$ cat src/rtl/fifo_packetizer.sv
// Drains a first-word-fall-through FIFO into a packet buffer and emits framed
// packets (SYNC, LEN, payload, CHK) on a valid/ready byte stream.
module fifo_packetizer #(
    parameter int         MAX_LEN   = 64,
    parameter int         TIMEOUT   = 255,
    parameter logic [7:0] SYNC_BYTE = 8'hA5
) (
    input  logic       clk,
    input  logic       rst_n,
    output logic       fifo_pop,
    input  logic [7:0] fifo_data,
    input  logic       fifo_nempty,
    output logic       out_valid,
    input  logic       out_ready,
    output logic [7:0] out_data,
    output logic       out_last,
    output logic       busy
);
    localparam int CW = $clog2(MAX_LEN + 1);
    localparam int AW = (MAX_LEN > 1) ? $clog2(MAX_LEN) : 1;
    localparam logic [CW-1:0] MAX_CNT = CW'(MAX_LEN);
    localparam logic [15:0]   TMO     = 16'(TIMEOUT);

    typedef enum logic [2:0] {S_COLLECT, S_SYNC, S_LEN, S_PAYLOAD, S_CHK} state_t;

    state_t        state_reg, state_next;
    logic [CW-1:0] count_reg;
    logic [CW-1:0] idx_reg;
    logic [15:0]   timer_reg;
    logic [7:0]    sum_reg;
    logic          run_reg;
    logic [7:0]    buf_mem [MAX_LEN];

    logic       flush;
    logic       accept;
    logic [7:0] chk;

    assign flush  = (count_reg == MAX_CNT) || ((count_reg != '0) && (timer_reg == TMO));
    assign accept = out_valid && out_ready;
    // Checksum makes LEN + payload + CHK sum to zero modulo 256.
    assign chk    = 8'(8'd0 - (8'(count_reg) + sum_reg));

    always_ff @(posedge clk or negedge rst_n) begin
        if (!rst_n) begin
            state_reg <= S_COLLECT;
        end else begin
            state_reg <= state_next;
        end
    end

    always_comb begin
        state_next = state_reg;
        case (state_reg)
            S_COLLECT: if (flush) state_next = S_SYNC;
            S_SYNC:    if (accept) state_next = S_LEN;
            S_LEN:     if (accept) state_next = S_PAYLOAD;
            S_PAYLOAD: if (accept && !(idx_reg < count_reg)) state_next = S_CHK;
            S_CHK:     if (accept) state_next = S_COLLECT;
            default:   state_next = S_COLLECT;
        endcase
    end

    always_comb begin
        fifo_pop = run_reg && (state_reg == S_COLLECT) && fifo_nempty && !flush;
    end

    // Buffer storage carries no reset so it can map onto RAM; count gates reads.
    always_ff @(posedge clk) begin
        if (fifo_pop) begin
            buf_mem[count_reg[AW-1:0]] <= fifo_data;
        end
    end

    always_ff @(posedge clk or negedge rst_n) begin
        if (!rst_n) begin
            out_valid <= 1'b0;
            out_data  <= 8'h00;
            out_last  <= 1'b0;
            busy      <= 1'b0;
            count_reg <= '0;
            idx_reg   <= '0;
            timer_reg <= '0;
            sum_reg   <= 8'h00;
            run_reg   <= 1'b0;
        end else begin
            run_reg <= 1'b1;
            case (state_reg)
                S_COLLECT: begin
                    if (fifo_pop) begin
                        count_reg <= count_reg + 1'b1;
                        sum_reg   <= sum_reg + fifo_data;
                    end
                    if (fifo_pop && (count_reg == '0)) begin
                        timer_reg <= '0;
                    end else if ((count_reg != '0) && !flush && (timer_reg != TMO)) begin
                        timer_reg <= timer_reg + 1'b1;
                    end
                    if (flush) begin
                        out_valid <= 1'b1;
                        out_data  <= SYNC_BYTE;
                        busy      <= 1'b1;
                    end
                end
                S_SYNC: begin
                    if (accept) out_data <= 8'(count_reg);
                end
                // idx is zero here, so LEN and PAYLOAD share one buffer read port.
                S_LEN: begin
                    if (accept) begin
                        out_data <= buf_mem[idx_reg[AW-1:0]];
                        idx_reg  <= idx_reg + 1'b1;
                    end
                end
                S_PAYLOAD: begin
                    if (accept) begin
                        if (idx_reg < count_reg) begin
                            out_data <= buf_mem[idx_reg[AW-1:0]];
                            idx_reg  <= idx_reg + 1'b1;
                        end else begin
                            out_data <= chk;
                            out_last <= 1'b1;
                        end
                    end
                end
                S_CHK: begin
                    if (accept) begin
                        out_valid <= 1'b0;
                        out_last  <= 1'b0;
                        busy      <= 1'b0;
                        count_reg <= '0;
                        idx_reg   <= '0;
                        timer_reg <= '0;
                        sum_reg   <= 8'h00;
                    end
                end
                default: ;
            endcase
        end
    end
endmodule
$ cat config.mk
export PLATFORM = sky130hd
export DESIGN_NAME = fifo_packetizer
export DESIGN_NICKNAME = d
export VERILOG_FILES = /design/src/rtl/fifo_packetizer.sv
export SDC_FILE = /design/constraint.sdc
export NUM_CORES = 1
export LEC_CHECK = 0
export BUFFER_PORTS_ARGS = -buffer_cell sky130_fd_sc_hd__clkbuf_2
export CAP_MARGIN = 20
export CORE_AREA = 2 2 229 231
export DETAILED_ROUTE_END_ITERATION = 10
export DIE_AREA = 0 0 231 233
export PLACE_DENSITY_LB_ADDON = 0.08
export SYNTH_ARGS = -nofsm -noshare
export SYNTH_HDL_FRONTEND = slang
export SYNTH_SLANG_ARGS = --single-unit
$ cat constraint.sdc
create_clock -name clk -period 3.7 [get_ports clk]
set_input_delay 0.37 -clock clk [delete_from_list [all_inputs] [get_ports clk]]
set_output_delay 0.37 -clock clk [all_outputs]
set_load 0.03 [all_outputs]
=== Yosys cells after proc, flatten, opt, wreduce, memory -nomap -nowiden ===
Memories as Yosys holds them, arrays and structs flattened.
Cells that the tools add are included.

* Bits in writable memories: 512
* Logic and storage cells: 94
* Latch bits: 0
* Bits in registers: 52
* Memories: 1
* Memory bits (read-only): 0
* Output and inout bits: 12

* Equality and inequality tests: 17
* Add/subtract/negate cells: 6
* $mul: 0
* Reduce and logical (&&, ||, !) cells: 26
* Shift-type cells: 0
* Mux-type cells: 34
* Order comparisons: 1
* Divide/modulo/power cells: 0
* Bitwise gates (word level): 0

{| class="wikitable"
|+ Memory list
! name !! words !! bits a word !! rd ports !! clocked after memory_dff !! wr ports !! line !! source
|-
| buf_mem || 64 || 8 || 1 || 0 || 1 || 32 || <nowiki>logic [7:0] buf_mem [MAX_LEN];</nowiki>
|}

{| class="wikitable"
|+ Operators with widths
! cell !! number
|-
| 2-to-1 mux 8 bit || 7
|-
| 2-to-1 mux 16 bit || 3
|-
| 2-to-1 mux 7 bit || 5
|-
| one-hot mux 16 bit (2 select lines) || 1
|-
| one-hot mux 8 bit (4 select lines) || 1
|-
| one-hot mux 7 bit (3 select lines) || 1
|-
| inequality test 2 bit, second input constant || 9
|-
| adder 16 x 1 -> 16 bit, second input constant || 1
|-
| == test 16 x 8 -> 1 bit, second input constant || 1
|-
| inequality test 16 x 8 -> 1 bit, second input constant || 1
|-
| one-hot mux 8 bit (2 select lines) || 1
|-
| 2-to-1 mux 3 bit || 5
|-
| one-hot mux 3 bit (5 select lines) || 1
|-
| AND reduction 5 bit || 3
|-
| adder 7 x 1 -> 7 bit, second input constant || 2
|-
| one-hot mux 7 bit (2 select lines) || 1
|-
| logical AND 1 bit || 9
|-
| AND reduction 3 bit || 3
|-
| adder 7 x 8 -> 8 bit || 1
|-
| adder 8 bit || 1
|-
| subtractor 1 x 8 -> 8 bit, first input constant || 1
|-
| == test 7 bit, second input constant || 1
|-
| logical NOT 7 bit || 1
|-
| < comparator 7 bit || 1
|-
| other kinds (14) || 23
|}

=== Logic depth before layout (Yosys ltp) ===
Gate-level depths: netlist of the first run.

* Word-level depth: 9
* Mapped depth: 12
* Mapped depth without buffers: 11

=== Least setup slack after synthesis of the first run ===
No wires, ideal clock.

* Path type: reg-to-reg
* From: register count_reg[5]
* To: memory buf_mem[13][0], enable pin
* Data required time: 3.330 ns
* Stages on the path, launching flop included: 11
* Arrival time: 2.444 ns
* Setup slack: 0.885 ns
* Cell sequence: dfrtp_1 > buf_6 > or3_1 > buf_6 > nor2_1 > o211ai_1 > buf_2 > inv_1 > buf_2 > nand4_1 > nor2_1

* Cells in the longest elaborated chain, start to end: 7
* Elaborated cells between the ends (all ways): 8
* Classes of those cells: eq/ne (1); mux (2); reduce/logical (5)

{| class="wikitable"
|+ Ends and longest elaborated chain
! item !! line !! source
|-
| from (decl) || 27 || <nowiki>logic [CW-1:0] count_reg;</nowiki>
|-
| from (signal assigned) || 90 || <nowiki>count_reg <= count_reg + 1'b1;</nowiki>
|-
| nonzero test 7 bit || 38 || <nowiki>assign flush = (count_reg == MAX_CNT) || ((count_reg != '0) && (timer_reg == TMO));</nowiki>
|-
| logical AND 1 bit || 38 ||
|-
| logical OR 1 bit * || 38 ||
|-
| logical NOT 1 bit * || 64 || <nowiki>fifo_pop = run_reg && (state_reg == S_COLLECT) && fifo_nempty && !flush;</nowiki>
|-
| logical AND 1 bit * || 64 ||
|-
| net fifo_pop || 10 || <nowiki>output logic fifo_pop,</nowiki>
|-
| 2-to-1 mux 1 bit * || 69 || <nowiki>if (fifo_pop) begin</nowiki>
|-
| 2-to-1 mux 1 bit (implied by the code) * || 70 || <nowiki>buf_mem[count_reg[AW-1:0]] <= fifo_data;</nowiki>
|-
| to (decl) || 32 ||
|}

Mark *: on every way through the listed nets, which the timed path passes. The rest lies on a longest branch.

=== Final worst setup path of the first run ===
* From: register timer_reg[9]
* To: output fifo_pop

* Cells in the longest elaborated chain, start to end: 5

{| class="wikitable"
|+ Ends and longest elaborated chain
! item !! line !! source
|-
| from (decl) || 29 || <nowiki>logic [15:0] timer_reg;</nowiki>
|-
| from (signal assigned) || 96 || <nowiki>timer_reg <= timer_reg + 1'b1;</nowiki>
|-
| == test 16 x 8 -> 1 bit || 38 ||
|-
| logical AND 1 bit || 38 ||
|-
| logical OR 1 bit || 38 ||
|-
| logical NOT 1 bit || 64 ||
|-
| logical AND 1 bit || 64 ||
|-
| to (decl) || 10 ||
|}

Every way passes these cells.

==> results of run 1 <==
==> power by group <==
group          internal [mW]  switching, mW
Clock                   3.21           2.41
Sequential              7.14          0.431
Combinational           2.41           3.25
==> path summary, 6_finish.rpt <==
check	end	slack, ns
max	fifo_pop	0.52
min	buf_mem[47][4]$_DFFE_PP_	0.16
min reg2reg	timer_reg[0]$_DFFE_PN0P_	0.50
max reg2reg	out_data[3]$_DFFE_PN0P_	0.56
min in group asynchronous	timer_reg[12]$_DFFE_PN0P_	0.28
max in group asynchronous	out_data[1]$_DFFE_PN0P_	2.67
==> kinds of logic after synthesis <==
group | share of synthesized area
multiplexers | 0.125
buffers and inverters | 0.0182
AND/OR/NAND/NOR | 0.0628
AO/OA/AOI/OAI | 0.0526
flip-flops | 0.713
adder cells (fa/ha/maj) | 0.0178
XOR/XNOR | 0.0101
other | 0.000160
==> placed cells by master, fill, tap and decap left out, types with 4 or more instances in the layout <==
master,Yosys,final
nor2b_1,15,15
o21ai_0,22,22
nand4_1,15,15
clkinv_2,0,11
and3_1,9,9
o31ai_1,5,5
mux2i_1,60,60
nor2_1,108,108
inv_1,27,27
edfxtp_1,512,512
dfrtp_1,52,49
clkbuf_2,0,23
xnor2_1,11,11
clkbuf_1,21,15
nor3_1,13,13
xor2_1,16,16
buf_4,5,92
nand2_1,60,60
buf_12,0,4
clkbuf_16,0,59
a211oi_1,4,4
nand2b_1,6,6
a21oi_1,41,41
a21o_1,6,6
o21ai_1,7,7
a22o_1,7,7
and2_1,7,7
ha_1,30,30
a221oi_1,9,9
mux4_2,98,98
a22oi_1,31,31
mux2_2,11,11
bufinv_16,0,4
clkinv_1,1,13
nand3_1,47,47
and4_1,5,5
==> Yosys cell counts, types with 6 or more instances <==
cell / number
mux2i_1: 60
o21ai_1: 7
dfrtp_1: 52
a21oi_1: 41
clkbuf_1: 21
nor2b_1: 15
mux2_2: 11
a221oi_1: 9
a21o_1: 6
nand2b_1: 6
and3_1: 9
xor2_1: 16
mux4_2: 98
edfxtp_1: 512
nand4_1: 15
and2_1: 7
buf_2: 32
nand3_1: 47
inv_1: 27
nor2_1: 108
a22oi_1: 31
nand2_1: 60
ha_1: 30
nor3_1: 13
a22o_1: 7
o21ai_0: 22
xnor2_1: 11
==> timing repair <==
action / CTS / global route
buffers inserted: 0 / 0
hold buffers: 1 / 0
hold endpoints to repair: 20 / 0
==> area by class of cell <==
class / count / area [sq um]
clock buffers: 75 / 1550
clock inverters: 32 / 262
fillers: 4223 / 24500
inverters: 29 / 109
multi-input cells: 713 / 6280
flip-flops and latches: 564 / 16700
well taps: 680 / 851
repair buffers: 120 / 896
==> per-stage QoR <==
| step | std cells | util | setup slack [ns] |
|---|---|---|---|
| floorplan | 1371 | - | 0.885 |
| CTS | 2213 | 0.521 | 0.535 |
| global placement | 2105 | 0.486 | 0.615 |
| global route | 2213 | 0.521 | 0.375 |
| detailed placement | 2105 | 0.486 | 0.599 |
| finish | 2213 | 0.521 | 0.519 |
==> per-layer routing <==
metal	global-route usage	up-vias
li1	-	5675
met1	0.336	6746
met2	0.356	408
met3	0.0348	71
met4	0.0538	0
met5	0	-
==> worst max-delay path: cells and delay by family (launching register included) <==
kind	cells	cell delay, ns
flops	1	0.42
simple gates	2	0.73
buf+inv	3	0.58
compound gates	1	0.46
==> out/qor.yml, run 1 <==
clock_tree:
  numCtsBuffers: 58
  cts_tree: "yes"
  clockBufferDepth: 3
  cts_resized: 0
  path_clk_slew_ns: 0.06
  clock_latency_ns: 0.62
  cts_max_level: 2
  cts.sinks: 564
  cts_root_buf: "clkbuf_16"
flow_run:
  drv_cap: 0
worst_setup_path:
  max_stage_delay_ns: 0.46
  r2r-start: "count_reg[3]$_DFFE_PN0P_"
  critical_path.slowest_cell: "o211ai_1"
  worstSetupStartpointType: "flop"
  cp-startpoint: "timer_reg[9]$_DFFE_PN0P_"
  worstPathCellList: "nor4_1 > nand4_1 > o211ai_1 > inv_1 > buf_4 > clkbuf_2"
  crit_type: "flop to primary output"
  cp_data_arrival_time_ns: 2.81
  worstPathRequired_ns: 3.33
  end_kind: "primary output"
  reg2reg_depth: 8
  crit_fanout: 8
floorplan:
  start_util: 0.458
  num_rows: 83
  dieArea_sq_mm: 0.0538
  io_pins: 24
  die_y_um: 233
  dieWidth_um: 231
  core_sq_mm: 0.0511
timing:
  hold_viol: 0
  fin_hold_ws_ns: 0.165
  tightest_slew_ns: 1.09
  finClkSkew_ns: 0.0322
  fmax_ghz: 0.314
  drv_slew: 0
  setup_viol: 0
  grt_setup_unrepaired: "false"
  max_slew_margin: 0.272
  timing.final.crit_share: 0.860
  period_needed_ns: 3.18
  tns_ns: 0
yosys:
  async_reset_ff_frac: 0.0922
  synth_cell_types: 76
  synth_ff_type: "edfxtp_1"
  syn-num-nets: 1415
  yosys.area.top_type_share: 0.657
  synth.avg_cell_area_sq_um: 17.1
  synth.largest_area_cell: "edfxtp_1"
  synth_seq_cells: 564
  synth-seq-area-share: 0.713
  synth_cells: 1371
  synth_enable_flop_cells: 512
  synth_area_leaders: "edfxtp_1 (66%), mux4_2 (9.4%), dfrtp_1 (5.6%)"
  syn_area_sq_mm: 0.0234
  yosys_warnings: 0
routing:
  dr_wl_met2_um: 28200
  wl_per_cell_um: 27.2
  drc: 0
  dr.pass1.iters: 6
  drt_iter0_markers: 1376
  wl_met3_um: 3550
  vias_per_cell: 5.83
  routed_wl_um: 60100
  wl_met1_um: 27300
  vias: 12900
  routed.top_layer: "met4"
  final_antenna_net_count: 0
power_and_ir_drop:
  vdd_drop_max_uv: 378
  power_mw: 18.9
  leakagePower_nw: 8.97
  powerDensity_mw_per_mm2: 708
hold_path:
  hold_start: "fifo_data[4]"
  min_path_cells: 1
  hp-class: "primary input to flop"
global_routing:
  grt_max_degree: 65
  track_usage: 0.227
  antenna_found_initial: 2
  grt_pass1_wl_um: 88100
  gr-total-overflow: 0
  grt_pass1_vias: 12800
status:
  outcome: "complete, no violations"
finish:
  largest_reg_flops: 512
  final_cell_area_sq_mm: 0.0266
  nNetsFinal: 1530
  drive_above_1_share: 0.209
  area_growth_pct: 13.9
  n_antenna_cell: 0
place:
  portBuffers: 23
  dp_hpwl_um: 39500
  routabilityCongestion: 0.842
  placed_area_sq_mm: 0.0248
No activity file was read; power rests on OpenSTA's default activity.
==> run 2: changes to the inputs <==
--- a/config.mk
+++ b/config.mk
@@ -7,9 +7,9 @@
 export LEC_CHECK = 0
 export BUFFER_PORTS_ARGS = -buffer_cell sky130_fd_sc_hd__clkbuf_2
 export CAP_MARGIN = 20
-export CORE_AREA = 2 2 229 231
+export CORE_AREA = 2 2 210 212
 export DETAILED_ROUTE_END_ITERATION = 10
-export DIE_AREA = 0 0 231 233
+export DIE_AREA = 0 0 212 214
 export PLACE_DENSITY_LB_ADDON = 0.08
 export SYNTH_ARGS = -nofsm -noshare
 export SYNTH_HDL_FRONTEND = slang
==> out/qor.yml, run 2 (synthesis gave the netlist of run 1 again) <==
global_routing:
  grt_pass1_wl_um: 86100
  gr-total-overflow: 0
  antenna_found_initial: 3
  grt_max_degree: 65
  track_usage: 0.264
  grt_pass1_vias: 13000
clock_tree:
  cts_tree: "yes"
  clock_latency_ns: 0.62
  cts_root_buf: "clkbuf_16"
  cts_max_level: 2
  holdBufCountCts: 1
  numCtsBuffers: 56
  cts_resized: 0
  cts.sinks: 564
  clockBufferDepth: 3
  postCtsSetupRepairBufs: 0
  path_clk_slew_ns: 0.06
power_and_ir_drop:
  combPwrFrac: 0.296
  p_int_mw: 12.7
  switching_share: 0.319
  vdd_drop_max_uv: 464
  p_sw_mw: 5.93
  power_mw: 18.6
  powerDensity_mw_per_mm2: 703
  seqPwrFrac: 0.407
  clockPowerShare: 0.297
  leakagePower_nw: 8.95
timing:
  period_needed_ns: 3.52
  max_slew_margin: 0.367
  setup_slack_ns: 0.178
  timing.final.crit_share: 0.952
  drv_slew: 0
  tns_ns: 0
  setup_viol: 0
  fmax_ghz: 0.284
  hold_viol: 0
  finClkSkew_ns: 0.0257
  tightest_slew_ns: 0.945
  grt_setup_unrepaired: "false"
  fin_hold_ws_ns: 0.234
routing:
  routed_wl_um: 57900
  wl_met3_um: 4600
  vias_per_cell: 6.10
  routed.top_layer: "met5"
  dr_wl_met2_um: 27500
  dr.pass1.iters: 5
  wl_met1_um: 24100
  drc: 0
  wl_per_cell_um: 27.4
  drt_iter0_markers: 1487
  vias: 12900
  final_antenna_net_count: 0
floorplan:
  dieArea_sq_mm: 0.0454
  num_rows: 76
  die_y_um: 214
  dieWidth_um: 212
  core_sq_mm: 0.0429
  io_pins: 24
  start_util: 0.545
worst_setup_path:
  worstPathRequired_ns: 4.18
  crit_type: "flop to flop"
  cp_data_arrival_time_ns: 4.00
  worstSetupStartpointType: "flop"
  r2r-start: "idx_reg[0]$_DFFE_PN0P_"
  endpoint: "out_data[5]$_DFFE_PN0P_"
  rrSetupSlack_ns: 0.18
  reg2reg_depth: 8
  cp-startpoint: "idx_reg[0]$_DFFE_PN0P_"
  crit_fanout: 37
  end_kind: "flop"
  reg2reg_to: "out_data[5]$_DFFE_PN0P_"
place:
  routabilityCongestion: 0.867
  pre_cts_slack_ns: 0.188
  portBuffers: 23
  dp_hpwl_um: 38500
hold_path:
  hp-class: "primary input to flop"
finish:
  fill_cells: 3121
  multi_input_area_sq_mm: 0.00628
  final_common_cell: "edfxtp_1"
  n_antenna_cell: 0
  drive_above_1_share: 0.208
  nNetsFinal: 1528
  area_growth_pct: 13.2
  seqCellArea_sq_mm: 0.0167
  largest_reg_flops: 512
  layout_common_cells: "edfxtp_1 (512), nor2_1 (108), mux4_2 (98)"
flow_run:
  drv_cap: 0
status:
  outcome: "complete, no violations"
[run 2: metal layers]
layer	vias up	global-route usage
li1	5670	-
met3	90	0.0540
met4	2	0.0824
met2	493	0.412
met1	6621	0.379
met5	-	0
[run 2: cell type report]
class,instances,share of cell area
Sequential cell,564,0.630
Multi-Input combinational cell,713,0.237
Clock buffer,73,0.0569
Timing Repair Buffer,120,0.0334
Tap cell,585,0.0276
Clock inverter,28,0.0103
Inverter,29,0.00411
[run 2: worst max-delay path: stages, from the launching register on]
cell and delay (ns):
dfrtp_4 0.88, buf_4 0.31, mux4_2 0.56, nand2_1 0.12
a21oi_1 0.06, a2111oi_0 0.77, buf_4 0.23, nor3_1 0.07
o32a_1 0.34
[run 2: worst min-delay path by stage]
stage                  from  depth (start not counted)  slack (ns)                         to
3_5_place_dp          rst_n                          1        0.37  timer_reg[11]$_DFFE_PN0P_
3_3_place_gp          rst_n                          1        0.37  timer_reg[11]$_DFFE_PN0P_
5_1_grt        fifo_data[0]                          4        0.25     sum_reg[0]$_DFFE_PN0P_
4_1_cts        fifo_data[1]                          1        0.22   buf_mem[58][1]$_DFFE_PP_
2_1_floorplan         rst_n                          0        0.07           busy$_DFFE_PN0P_
6_report       fifo_data[0]                          4        0.23     sum_reg[0]$_DFFE_PN0P_
[run 2: power groups by stage]
stage | Combinational [mW] | Sequential (mW) | Clock (mW)
final | 5.51 | 7.57 | 5.53
after global routing | 5.94 | 7.60 | 5.87
after CTS | 5.52 | 7.57 | 5.61
after detailed placement | 5.49 | 7.69 | 0
after global placement | 5.45 | 7.69 | 0
after floorplan | 3.92 | 7.47 | 0
[run 2: per-stage QoR]
stage / area (sq um) / util / std cells
finish: 26500 / 0.617 / 2112
global route: 26500 / 0.617 / 2112
CTS: 26500 / 0.617 / 2112
detailed placement: 24700 / 0.576 / 2010
global placement: 24700 / 0.576 / 2010
floorplan: 23400 / - / 1371
==> run 3: changes to the inputs <==
--- a/config.mk
+++ b/config.mk
@@ -8,6 +8,7 @@
 export BUFFER_PORTS_ARGS = -buffer_cell sky130_fd_sc_hd__clkbuf_2
 export CAP_MARGIN = 20
 export CORE_AREA = 2 2 210 212
+export CTS_BUF_LIST = sky130_fd_sc_hd__clkbuf_4
 export DETAILED_ROUTE_END_ITERATION = 10
 export DIE_AREA = 0 0 212 214
 export PLACE_DENSITY_LB_ADDON = 0.08
==> constraint.sdc (replaced) <==
create_clock -name clk -period 4.6 [get_ports clk]
set_input_delay 0.46 -clock clk [delete_from_list [all_inputs] [get_ports clk]]
set_output_delay 0.46 -clock clk [all_outputs]
set_load 0.03 [all_outputs]
==> out/qor.yml, run 3 (synthesis gave the netlist of run 1 again) <==
flow_run:
  drv_cap: 0
clock_tree:
  cts_tree: "yes"
  clock_latency_ns: 0.96
  cts.sinks: 564
  clockBufferDepth: 3
  cts_root_buf: "clkbuf_4"
  numCtsBuffers: 146
  path_clk_slew_ns: 0.06
  cts_max_level: 4
  cts_resized: 0
  postCtsSetupRepairBufs: 0
power_and_ir_drop:
  leakagePower_nw: 8.91
  switching_share: 0.339
  combPwrFrac: 0.300
  seqPwrFrac: 0.423
  p_sw_mw: 4.96
  p_int_mw: 9.68
  clockPowerShare: 0.277
  vdd_drop_max_uv: 260
  powerDensity_mw_per_mm2: 560
place:
  routabilityCongestion: 0.886
  dp_hpwl_um: 38100
  portBuffers: 23
hold_path:
  min_to: "sum_reg[1]$_DFFE_PN0P_"
  hp-class: "primary input to flop"
  hold_start: "fifo_data[1]"
  min_path_cells: 4
timing:
  max_slew_margin: 0.293
  hold_viol: 0
  fmax_ghz: 0.264
  timing.final.crit_share: 0.824
  drv_slew: 0
  tns_ns: 0
  finClkSkew_ns: 0.0475
  period_needed_ns: 3.79
  setup_viol: 0
  grt_setup_unrepaired: "false"
  tightest_slew_ns: 1.06
finish:
  drive_above_1_share: 0.253
  final_common_cell: "edfxtp_1"
  fill_cells: 3237
  largest_reg_flops: 512
  nNetsFinal: 1583
  final_util: 0.610
  area_growth_pct: 11.8
  layout_common_cells: "edfxtp_1 (512), clkbuf_4 (203), nor2_1 (108)"
floorplan:
  core_sq_mm: 0.0429
  dieWidth_um: 212
  die_y_um: 214
  dieArea_sq_mm: 0.0454
  start_util: 0.545
  num_rows: 76
  io_pins: 24
global_routing:
  grt_max_degree: 65
  gr-total-overflow: 0
  antenna_found_initial: 2
  grt_pass1_wl_um: 88100
  grt_pass1_vias: 13500
  track_usage: 0.275
routing:
  drc: 0
  routed_wl_um: 59500
  dr.pass1.iters: 5
  final_antenna_net_count: 0
  vias_per_cell: 6.01
  drt_iter0_markers: 1477
  vias: 13400
  wl_per_cell_um: 26.8
worst_setup_path:
  crit_type: "flop to flop"
  path_buf_inv: 1
  worstPathRequired_ns: 5.17
  end_kind: "flop"
  crit_top_cell: "nor2_1"
  max_stage_delay_ns: 0.84
  reg2reg_depth: 7
  rrSetupSlack_ns: 0.81
  r2r-start: "count_reg[5]$_DFFE_PN0P_"
  cp_data_arrival_time_ns: 4.36
  worstPathCellList: "or3_1 > nor2_1 > o211ai_1 > buf_4 > nor2_1 > nand3_1 > nor2_1"
  reg2reg_to: "buf_mem[36][6]$_DFFE_PP_"
  critical_path.slowest_cell: "nor2_1"
  crit_family: "simple AND/OR/NAND/NOR gates"
  worstSetupStartpointType: "flop"
  crit_fanout: 20
status:
  outcome: "complete, no violations"
## run 3: cell types whose count changed in the layout (fill, tap and decap cells not counted), moves of 4 or more
| cell | before | now |
|---|---|---|
| inv_2 | 1 | 5 |
| clkbuf_1 | 14 | 0 |
| clkbuf_16 | 57 | 0 |
| bufinv_16 | 5 | 1 |
| clkinv_2 | 9 | 1 |
| dlygate4sd3_1 | 1 | 6 |
| buf_4 | 93 | 55 |
| clkinv_1 | 12 | 33 |
| clkbuf_4 | 0 | 203 |
## run 3: routing by layer
layer / routed length [um] / GRT usage
met1: 24900 / 0.380
met2: 27300 / 0.400
met3: 5750 / 0.102
met4: 1610 / 0.106
met5: 0 / 0
## run 3: layout make-up
cell class / instances / area, sq um / share of cell area
antenna: 1 / 2.50 / 0.0000957
clock buffer: 203 / 1520 / 0.0583
clock inverter: 42 / 201 / 0.00770
inverter: 29 / 109 / 0.00416
multi-input combinational: 713 / 6280 / 0.240
sequential: 564 / 16700 / 0.638
tap: 585 / 732 / 0.0280
timing repair buffer: 85 / 608 / 0.0233
## run 3: how the worst max path moves through the flow
stage / start / endpoint / slack (ns) / cells past startpoint
after floorplan: count_reg[5]$_DFFE_PN0P_ / buf_mem[13][0]$_DFFE_PP_ / 1.79 / 10
after CTS: count_reg[5]$_DFFE_PN0P_ / buf_mem[36][5]$_DFFE_PP_ / 0.84 / 7
after global routing: count_reg[5]$_DFFE_PN0P_ / buf_mem[36][7]$_DFFE_PP_ / 0.68 / 7
final: count_reg[5]$_DFFE_PN0P_ / buf_mem[36][6]$_DFFE_PP_ / 0.81 / 7
after detailed placement: count_reg[5]$_DFFE_PN0P_ / buf_mem[36][0]$_DFFE_PP_ / 0.85 / 7
after global placement: count_reg[5]$_DFFE_PN0P_ / buf_mem[52][5]$_DFFE_PP_ / 0.90 / 7
## run 3: tightest hold or removal path, cell delays in order
cell and delay [ns]:
clkbuf_2 0.17, inv_1 0.11, fa_1 0.17, o21ai_0 0.08
## run 3: repair_timing
| item | CTS | global route |
|---|---|---|
| setup endpoints to repair | 0 | 0 |
| hold buffers | 6 | 0 |
| endpoints found under the hold margin | 66 | 0 |
## run 3: metrics by stage
stage / cell area (sq um) / power, mW / setup slack (ns) / instances / hold WS [ns]
finish: 26100 / 14.6 / 0.811 / 2222 / 0.106
global route: 26100 / 15.3 / 0.681 / 2222 / 0.0672
CTS: 26100 / 14.7 / 0.839 / 2220 / 0.00106
detailed placement: 24400 / 10.6 / 0.853 / 1969 / 0.428
global placement: 24400 / 10.6 / 0.902 / 1969 / 0.426
floorplan: 23400 / 9.16 / 1.79 / 1371 / 0.164
## run 3: power by group through the flow
stage	Clock (mW)	Sequential (mW)	Combinational, mW
after floorplan	0	6.01	3.15
after global placement	0	6.29	4.32
after detailed placement	0	6.30	4.33
after CTS	4.16	6.20	4.35
after global routing	4.42	6.23	4.70
final	4.06	6.20	4.38
